### config.mk
export PLATFORM = sky130hd
export DESIGN_NAME = bus_master_req_tx
export DESIGN_NICKNAME = d
export VERILOG_FILES = /design/src/rtl/bus_master_req_tx.sv
export SDC_FILE = /design/constraint.sdc
export NUM_CORES = 1
export LEC_CHECK = 0
export ABC_AREA = 1
export CORE_AREA = 2 2 68 70
export CTS_CLUSTER_DIAMETER = 150
export DETAILED_ROUTE_END_ITERATION = 12
export DIE_AREA = 0 0 70 72
export DONT_BUFFER_PORTS = 1
export GPL_ROUTABILITY_DRIVEN = 0
export HOLD_SLACK_MARGIN = 0.12
export PLACE_DENSITY_LB_ADDON = 0.25
export SYNTH_ARGS = -nofsm -noshare
export SYNTH_HDL_FRONTEND = slang
export SYNTH_SLANG_ARGS = --single-unit
### constraint.sdc
create_clock -name clk -period 4.73 [get_ports clk]
set_input_delay 0.946 -clock clk [delete_from_list [all_inputs] [get_ports clk]]
set_output_delay 0.946 -clock clk [all_outputs]
set_load 0.005 [all_outputs]
### src/rtl/bus_master_req_tx.sv
// Master-side serial bus initiator: requests the bus, frames one transaction, releases.
// Optional grant-wait timeout is enabled by defining BUS_TIMEOUT_EN.
module bus_master_req_tx #(
  parameter int ADDR_W      = 12,
  parameter int DATA_W      = 8,
  parameter int TIMEOUT_CYC = 255
) (
  input  logic              clk,
  input  logic              rst,
  input  logic              start_i,
  input  logic              write_i,
  input  logic [ADDR_W-1:0] addr_i,
  input  logic [DATA_W-1:0] wdata_i,
  output logic              busy_o,
  output logic              done_o,
  output logic              err_o,
  output logic [DATA_W-1:0] rdata_o,
  output logic              bus_req_o,
  input  logic              bus_grant_i,
  output logic              ser_valid_o,
  output logic              ser_data_o,
  input  logic              rx_valid_i,
  input  logic              rx_data_i
);

  localparam int MAX_W = (ADDR_W > DATA_W) ? ADDR_W : DATA_W;
  localparam int CNT_W = $clog2(MAX_W + 1);
  localparam logic [CNT_W-1:0] ADDR_LAST = CNT_W'(ADDR_W - 1);
  localparam logic [CNT_W-1:0] DATA_LAST = CNT_W'(DATA_W - 1);

  typedef enum logic [2:0] {
    S_IDLE,
    S_REQ,
    S_MODE,
    S_ADDR,
    S_WDATA,
    S_RDATA,
    S_RELEASE
  } state_t;

  state_t            state_q, state_d;
  logic [CNT_W-1:0]  cnt_q, cnt_d;
  logic              write_q, write_d;
  logic [ADDR_W-1:0] addr_q, addr_d;
  logic [DATA_W-1:0] wdata_q, wdata_d;
  logic [MAX_W-1:0]  tx_q, tx_d;
  logic [DATA_W-1:0] rx_shift_q, rx_shift_d;
  logic [DATA_W-1:0] rx_next;
  logic [DATA_W-1:0] rdata_q, rdata_d;
  logic              busy_q, busy_d;
  logic              done_q, done_d;
  logic              bus_req_q, bus_req_d;
  logic              ser_valid_q, ser_valid_d;
  logic              ser_data_q, ser_data_d;

`ifdef BUS_TIMEOUT_EN
  localparam int TO_W = $clog2(TIMEOUT_CYC + 1);
  localparam logic [TO_W-1:0] TO_LAST = TO_W'(TIMEOUT_CYC - 1);
  logic [TO_W-1:0] to_cnt_q, to_cnt_d;
  logic            err_q, err_d;
`endif

  always_comb begin
    state_d    = state_q;
    cnt_d      = cnt_q;
    write_d    = write_q;
    addr_d     = addr_q;
    wdata_d    = wdata_q;
    tx_d       = tx_q;
    rx_shift_d = rx_shift_q;
    rdata_d    = rdata_q;
    done_d     = 1'b0;
`ifdef BUS_TIMEOUT_EN
    err_d      = 1'b0;
`endif
    rx_next              = rx_shift_q >> 1;
    rx_next[DATA_W-1]    = rx_data_i;

    case (state_q)
      S_IDLE: begin
        if (start_i) begin
          write_d = write_i;
          addr_d  = addr_i;
          wdata_d = wdata_i;
          state_d = S_REQ;
        end
      end
      S_REQ: begin
        if (bus_grant_i) begin
          state_d             = S_MODE;
          cnt_d               = '0;
          rx_shift_d          = '0;
          tx_d                = '0;
          tx_d[ADDR_W-1:0]    = addr_q;
        end
`ifdef BUS_TIMEOUT_EN
        else if (to_cnt_q == TO_LAST) begin
          state_d = S_IDLE;
          err_d   = 1'b1;
        end
`endif
      end
      S_MODE: begin
        if (!bus_grant_i) begin
          state_d = S_REQ;
        end else begin
          state_d = S_ADDR;
          cnt_d   = '0;
        end
      end
      S_ADDR: begin
        if (!bus_grant_i) begin
          state_d = S_REQ;
          cnt_d   = '0;
        end else if (cnt_q == ADDR_LAST) begin
          cnt_d = '0;
          if (write_q) begin
            state_d          = S_WDATA;
            tx_d             = '0;
            tx_d[DATA_W-1:0] = wdata_q;
          end else begin
            state_d = S_RDATA;
          end
        end else begin
          cnt_d = cnt_q + 1'b1;
          tx_d  = tx_q >> 1;
        end
      end
      S_WDATA: begin
        if (!bus_grant_i) begin
          state_d = S_REQ;
          cnt_d   = '0;
        end else if (cnt_q == DATA_LAST) begin
          state_d = S_RELEASE;
          cnt_d   = '0;
          done_d  = 1'b1;
        end else begin
          cnt_d = cnt_q + 1'b1;
          tx_d  = tx_q >> 1;
        end
      end
      S_RDATA: begin
        // Grant loss wins over a coincident rx bit; the partial word is discarded.
        if (!bus_grant_i) begin
          state_d    = S_REQ;
          cnt_d      = '0;
          rx_shift_d = '0;
        end else if (rx_valid_i) begin
          if (cnt_q == DATA_LAST) begin
            state_d    = S_RELEASE;
            cnt_d      = '0;
            rdata_d    = rx_next;
            rx_shift_d = '0;
            done_d     = 1'b1;
          end else begin
            cnt_d      = cnt_q + 1'b1;
            rx_shift_d = rx_next;
          end
        end
      end
      S_RELEASE: begin
        if (!bus_grant_i) begin
          state_d = S_IDLE;
        end
      end
      default: begin
        state_d = S_IDLE;
      end
    endcase

    busy_d      = (state_d != S_IDLE);
    bus_req_d   = (state_d inside {S_REQ, S_MODE, S_ADDR, S_WDATA, S_RDATA});
    ser_valid_d = (state_d inside {S_MODE, S_ADDR, S_WDATA});
    ser_data_d  = ser_valid_d & ((state_d == S_MODE) ? write_q : tx_d[0]);
`ifdef BUS_TIMEOUT_EN
    to_cnt_d    = (state_q == S_REQ && state_d == S_REQ) ? to_cnt_q + 1'b1 : '0;
`endif
  end

  always_ff @(posedge clk or posedge rst) begin
    if (rst) begin
      state_q     <= S_IDLE;
      cnt_q       <= '0;
      write_q     <= 1'b0;
      addr_q      <= '0;
      wdata_q     <= '0;
      tx_q        <= '0;
      rx_shift_q  <= '0;
      rdata_q     <= '0;
      busy_q      <= 1'b0;
      done_q      <= 1'b0;
      bus_req_q   <= 1'b0;
      ser_valid_q <= 1'b0;
      ser_data_q  <= 1'b0;
    end else begin
      state_q     <= state_d;
      cnt_q       <= cnt_d;
      write_q     <= write_d;
      addr_q      <= addr_d;
      wdata_q     <= wdata_d;
      tx_q        <= tx_d;
      rx_shift_q  <= rx_shift_d;
      rdata_q     <= rdata_d;
      busy_q      <= busy_d;
      done_q      <= done_d;
      bus_req_q   <= bus_req_d;
      ser_valid_q <= ser_valid_d;
      ser_data_q  <= ser_data_d;
    end
  end

`ifdef BUS_TIMEOUT_EN
  always_ff @(posedge clk or posedge rst) begin
    if (rst) begin
      to_cnt_q <= '0;
      err_q    <= 1'b0;
    end else begin
      to_cnt_q <= to_cnt_d;
      err_q    <= err_d;
    end
  end

  assign err_o = err_q;
`else
  assign err_o = 1'b0;
`endif

  assign busy_o      = busy_q;
  assign done_o      = done_q;
  assign rdata_o     = rdata_q;
  assign bus_req_o   = bus_req_q;
  assign ser_valid_o = ser_valid_q;
  assign ser_data_o  = ser_data_q;

endmodule

==> impl_metrics.prom <==
# TYPE chip_impl_metric gauge
chip_impl_metric{name="post_synth.cell_area_avg",unit="um2"} 8.43
chip_impl_metric{name="grt_use_met3",unit="%"} 9.17
chip_impl_metric{name="cts_post_setup_buffers_inserted",unit=""} 0
chip_impl_metric{name="ys_seq_elements",unit=""} 60
chip_impl_metric{name="grt_start_max_net_pins",unit=""} 61
chip_impl_info{name="crit_start_category",value="register"} 1
chip_impl_metric{name="power.static_leakage",unit="nW"} 1.52
chip_impl_metric{name="maxCapViolations",unit=""} 0
chip_impl_info{name="cell_types_with_the_largest_area_share_after_synthesis",value="sky130_fd_sc_hd__dfrtp_1 53%, sky130_fd_sc_hd__nand2_1 16%, sky130_fd_sc_hd__inv_1 4.5%"} 1
chip_impl_metric{name="ant_nets",unit=""} 0
chip_impl_metric{name="yosysWarnings",unit=""} 0
chip_impl_metric{name="layout-drive-gt1-share",unit="%"} 14.5
chip_impl_metric{name="grt_pass1_vias",unit=""} 2111
chip_impl_metric{name="dpl_cell_area",unit="um2"} 2850
chip_impl_metric{name="drcViolationCount",unit=""} 0
chip_impl_metric{name="die_h",unit="um"} 72
chip_impl_metric{name="seq_area_frac_synth",unit="%"} 53.2
chip_impl_metric{name="fillCellCount",unit=""} 353
chip_impl_metric{name="initialDrtViolationCount",unit=""} 144
chip_impl_info{name="mostFrequentLayoutCells",value="120 x sky130_fd_sc_hd__nand2_1, 60 x sky130_fd_sc_hd__dfrtp_1, 33 x sky130_fd_sc_hd__inv_1, 23 x sky130_fd_sc_hd__nand3_1, 21 x sky130_fd_sc_hd__o21ai_0"} 1
chip_impl_metric{name="final.setup_skew",unit="ps"} 9.38
chip_impl_metric{name="setup_violations",unit=""} 0
chip_impl_metric{name="finalMaxSlewViolations",unit=""} 0
chip_impl_metric{name="max_clock_freq",unit="MHz"} 535
chip_impl_metric{name="die_boundary_width",unit="um"} 70
chip_impl_info{name="cp-end-kind",value="register"} 1
chip_impl_metric{name="postSynthNetCount",unit=""} 363
chip_impl_info{name="cts_tree",value="yes"} 1
chip_impl_metric{name="cts_htree_levels",unit=""} 3
chip_impl_metric{name="synth_top_cell_area_share",unit="%"} 53.2
chip_impl_metric{name="cts.repair.resized",unit=""} 0
chip_impl_metric{name="clkSlewWorstSetupHoldPaths",unit="ps"} 70
chip_impl_metric{name="critPathArrivalTime",unit="ps"} 2120
chip_impl_metric{name="wl",unit="mm"} 5.32
chip_impl_info{name="synth_area_leader_cell",value="sky130_fd_sc_hd__dfrtp_1"} 1
chip_impl_metric{name="post_synth_num_cell_types",unit=""} 36
chip_impl_metric{name="dp_hpwl",unit="mm"} 3.72
chip_impl_metric{name="placementRows",unit=""} 24
chip_impl_metric{name="cts.hold.buffers_added",unit=""} 0
chip_impl_metric{name="syn-instance-count",unit=""} 335
chip_impl_metric{name="setup_tns",unit="ps"} 0
chip_impl_metric{name="critical_path_peak_fanout",unit=""} 26
chip_impl_metric{name="worstSkewPairLatency",unit="ps"} 350
chip_impl_metric{name="powerDensity",unit="nW/um2"} 548
chip_impl_metric{name="first_pass_grt_wire_length",unit="mm"} 9.29
chip_impl_metric{name="max_slew_margin",unit="%"} 51.8
chip_impl_metric{name="io-pin-count",unit=""} 41
chip_impl_metric{name="detail_route.wl_per_cell",unit="um"} 13.4
chip_impl_metric{name="syn2layout_area_growth",unit="%"} 7.84
chip_impl_metric{name="detail_route.first_pass.iterations",unit=""} 4
chip_impl_metric{name="clk_path_buf_depth",unit=""} 2
chip_impl_metric{name="finish.instance_area",unit="um2"} 3050
chip_impl_metric{name="mappedNetlistArea",unit="um2"} 2820
chip_impl_metric{name="timing.final.crit_period",unit="ps"} 1870
chip_impl_info{name="result_of_the_run",value="complete, no violations"} 1
chip_impl_metric{name="fin_nets",unit=""} 367
chip_impl_metric{name="multiInputGateArea",unit="um2"} 1130
chip_impl_metric{name="worst_pin_slew",unit="ps"} 723
chip_impl_metric{name="timing.hold.ws",unit="ps"} 480
chip_impl_metric{name="worst_ir_drop_vdd",unit="mV"} 0.398
chip_impl_metric{name="core_region_area",unit="um2"} 4260
chip_impl_info{name="most_frequent_standard_cell_in_the_layout_excluding_fill_and_tap_cells",value="sky130_fd_sc_hd__nand2_1"} 1
chip_impl_metric{name="insertedDiodeCount",unit=""} 0
chip_impl_metric{name="gr-total-overflow",unit=""} 0
chip_impl_metric{name="grt_antenna_before_repair",unit=""} 0
chip_impl_info{name="rsz0062_at_grt",value="no"} 1
chip_impl_metric{name="met1_usage",unit="%"} 30.9
chip_impl_metric{name="track_usage",unit="%"} 24.1
chip_impl_metric{name="initial_core_util",unit="%"} 66.2
chip_impl_metric{name="crit_required",unit="ps"} 4980
chip_impl_metric{name="report.power.total",unit="W"} 0.00167
chip_impl_metric{name="seqCellArea",unit="um2"} 1500
chip_impl_metric{name="grtUsageMet2",unit="%"} 37.5
chip_impl_info{name="clock_tree.root_cell",value="sky130_fd_sc_hd__clkbuf_8"} 1
chip_impl_metric{name="area_of_the_die",unit="um2"} 5040
chip_impl_metric{name="finalHoldViolations",unit=""} 0
chip_impl_metric{name="routed-via-count",unit=""} 2118
chip_impl_metric{name="cts_made_buffers",unit=""} 9
chip_impl_metric{name="clock-sinks",unit=""} 60
chip_impl_metric{name="io_buffer_count",unit=""} 0
chip_impl_info{name="setup.worst_path.class",value="reg2reg"} 1
chip_impl_metric{name="period_share",unit="%"} 39.5
chip_impl_info{name="hold_path_class",value="reg2reg"} 1
chip_impl_info{name="gr-max-usage-layer",value="met2"} 1
chip_impl_metric{name="route.detailed.vias_per_inst",unit=""} 5.35
## metrics by stage
| stage | utilization (%) | cells | setup WS, ps |
|---|---|---|---|
| final | 71.4 | 396 | 2860 |
| after global routing | 71.4 | 396 | 2680 |
| after CTS | 71.4 | 396 | 2840 |
| after detailed placement | 66.9 | 380 | 2480 |
| after global placement | 66.9 | 380 | 2560 |
| after floorplan | - | 335 | 2300 |
## state kept, by name, summed over array words and instances, names as in the netlist
signal	count
busy_o	1
state_q	3
ser_data_o	1
wdata_q	8
addr_q	12
done_o	1
write_q	1
bus_req_o	1
ser_valid_o	1
tx_q	12
rx_shift_q	7
rdata_o	8
cnt_q	4
## Yosys cell counts (all sizes together)
master / instances
clkinv: 2
mux2: 1
o22ai: 1
a31oi: 1
xor2: 1
buf: 5
a21oi: 4
o211ai: 1
o2111ai: 2
clkbuf: 3
nor2b: 1
o221ai: 1
nor3: 2
nand3: 27
o21ai: 29
ha: 1
nor2: 14
nand4: 5
a22oi: 3
dfrtp: 60
mux2i: 1
inv: 38
nand2: 131
conb: 1
## metal layers
layer | share of wire, % | vias up
met5 | 0 | -
met4 | 1.5 | 0
met3 | 5.9 | 9
met2 | 46 | 55
met1 | 46 | 978
li1 | - | 1076
## power by group
part / switching, W / internal (W) / total (W)
Combinational: 0.000300 / 0.000154 / 0.000453
Sequential: 0.0000975 / 0.000668 / 0.000766
Clock: 0.000207 / 0.000242 / 0.000448
Total: 0.000604 / 0.00106 / 0.00167
## critical path, cell delays in order, from the launching register on
cell and delay (ps):
sky130_fd_sc_hd__dfrtp_1 560, sky130_fd_sc_hd__nor2_2 120, sky130_fd_sc_hd__nand2_4 200, sky130_fd_sc_hd__clkinv_1 540, sky130_fd_sc_hd__o21ai_0 340
## cell type report
| cell class | instances | area share, % |
|---|---|---|
| clock buffers | 10 | 4.19 |
| clock inverters | 6 | 2.14 |
| inverters | 40 | 4.97 |
| multi-input cells | 227 | 37.0 |
| flip-flops and latches | 60 | 49.3 |
| well taps | 52 | 2.14 |
| repair buffers | 1 | 0.247 |
## worst paths after layout
kind	from	end	slack [ps]	cells after the start
worst max-delay path	state_q[0]$_DFF_PP0_	addr_q[6]$_DFFE_PP0P_	2860	4
worst min-delay path	wdata_q[6]$_DFFE_PP0P_	wdata_q[6]$_DFFE_PP0P_	480	2
worst max register to register	state_q[0]$_DFF_PP0_	addr_q[6]$_DFFE_PP0P_	2860	4
worst min register to register	wdata_q[6]$_DFFE_PP0P_	wdata_q[6]$_DFFE_PP0P_	480	2
max in group asynchronous	rst	cnt_q[1]$_DFFE_PP0P_	3560	2
min in group asynchronous	rst	addr_q[3]$_DFFE_PP0P_	670	2
## kinds of logic (layout without fill, tap and decap cells)
kind of cell / count (synthesis) / after routing / share of synthesized area [%]
AND/OR/NAND/NOR: 180 / 180 / 29.2
flip-flops: 60 / 60 / 53.2
buffers and inverters: 48 / 57 / 6.91
AO/OA/AOI/OAI: 42 / 42 / 9.08
multiplexers: 2 / 2 / 0.753
adder cells (fa/ha/maj): 1 / 1 / 0.443
other: 1 / 1 / 0.133
XOR/XNOR: 1 / 1 / 0.310
Power figures use the tool's default switching activity.
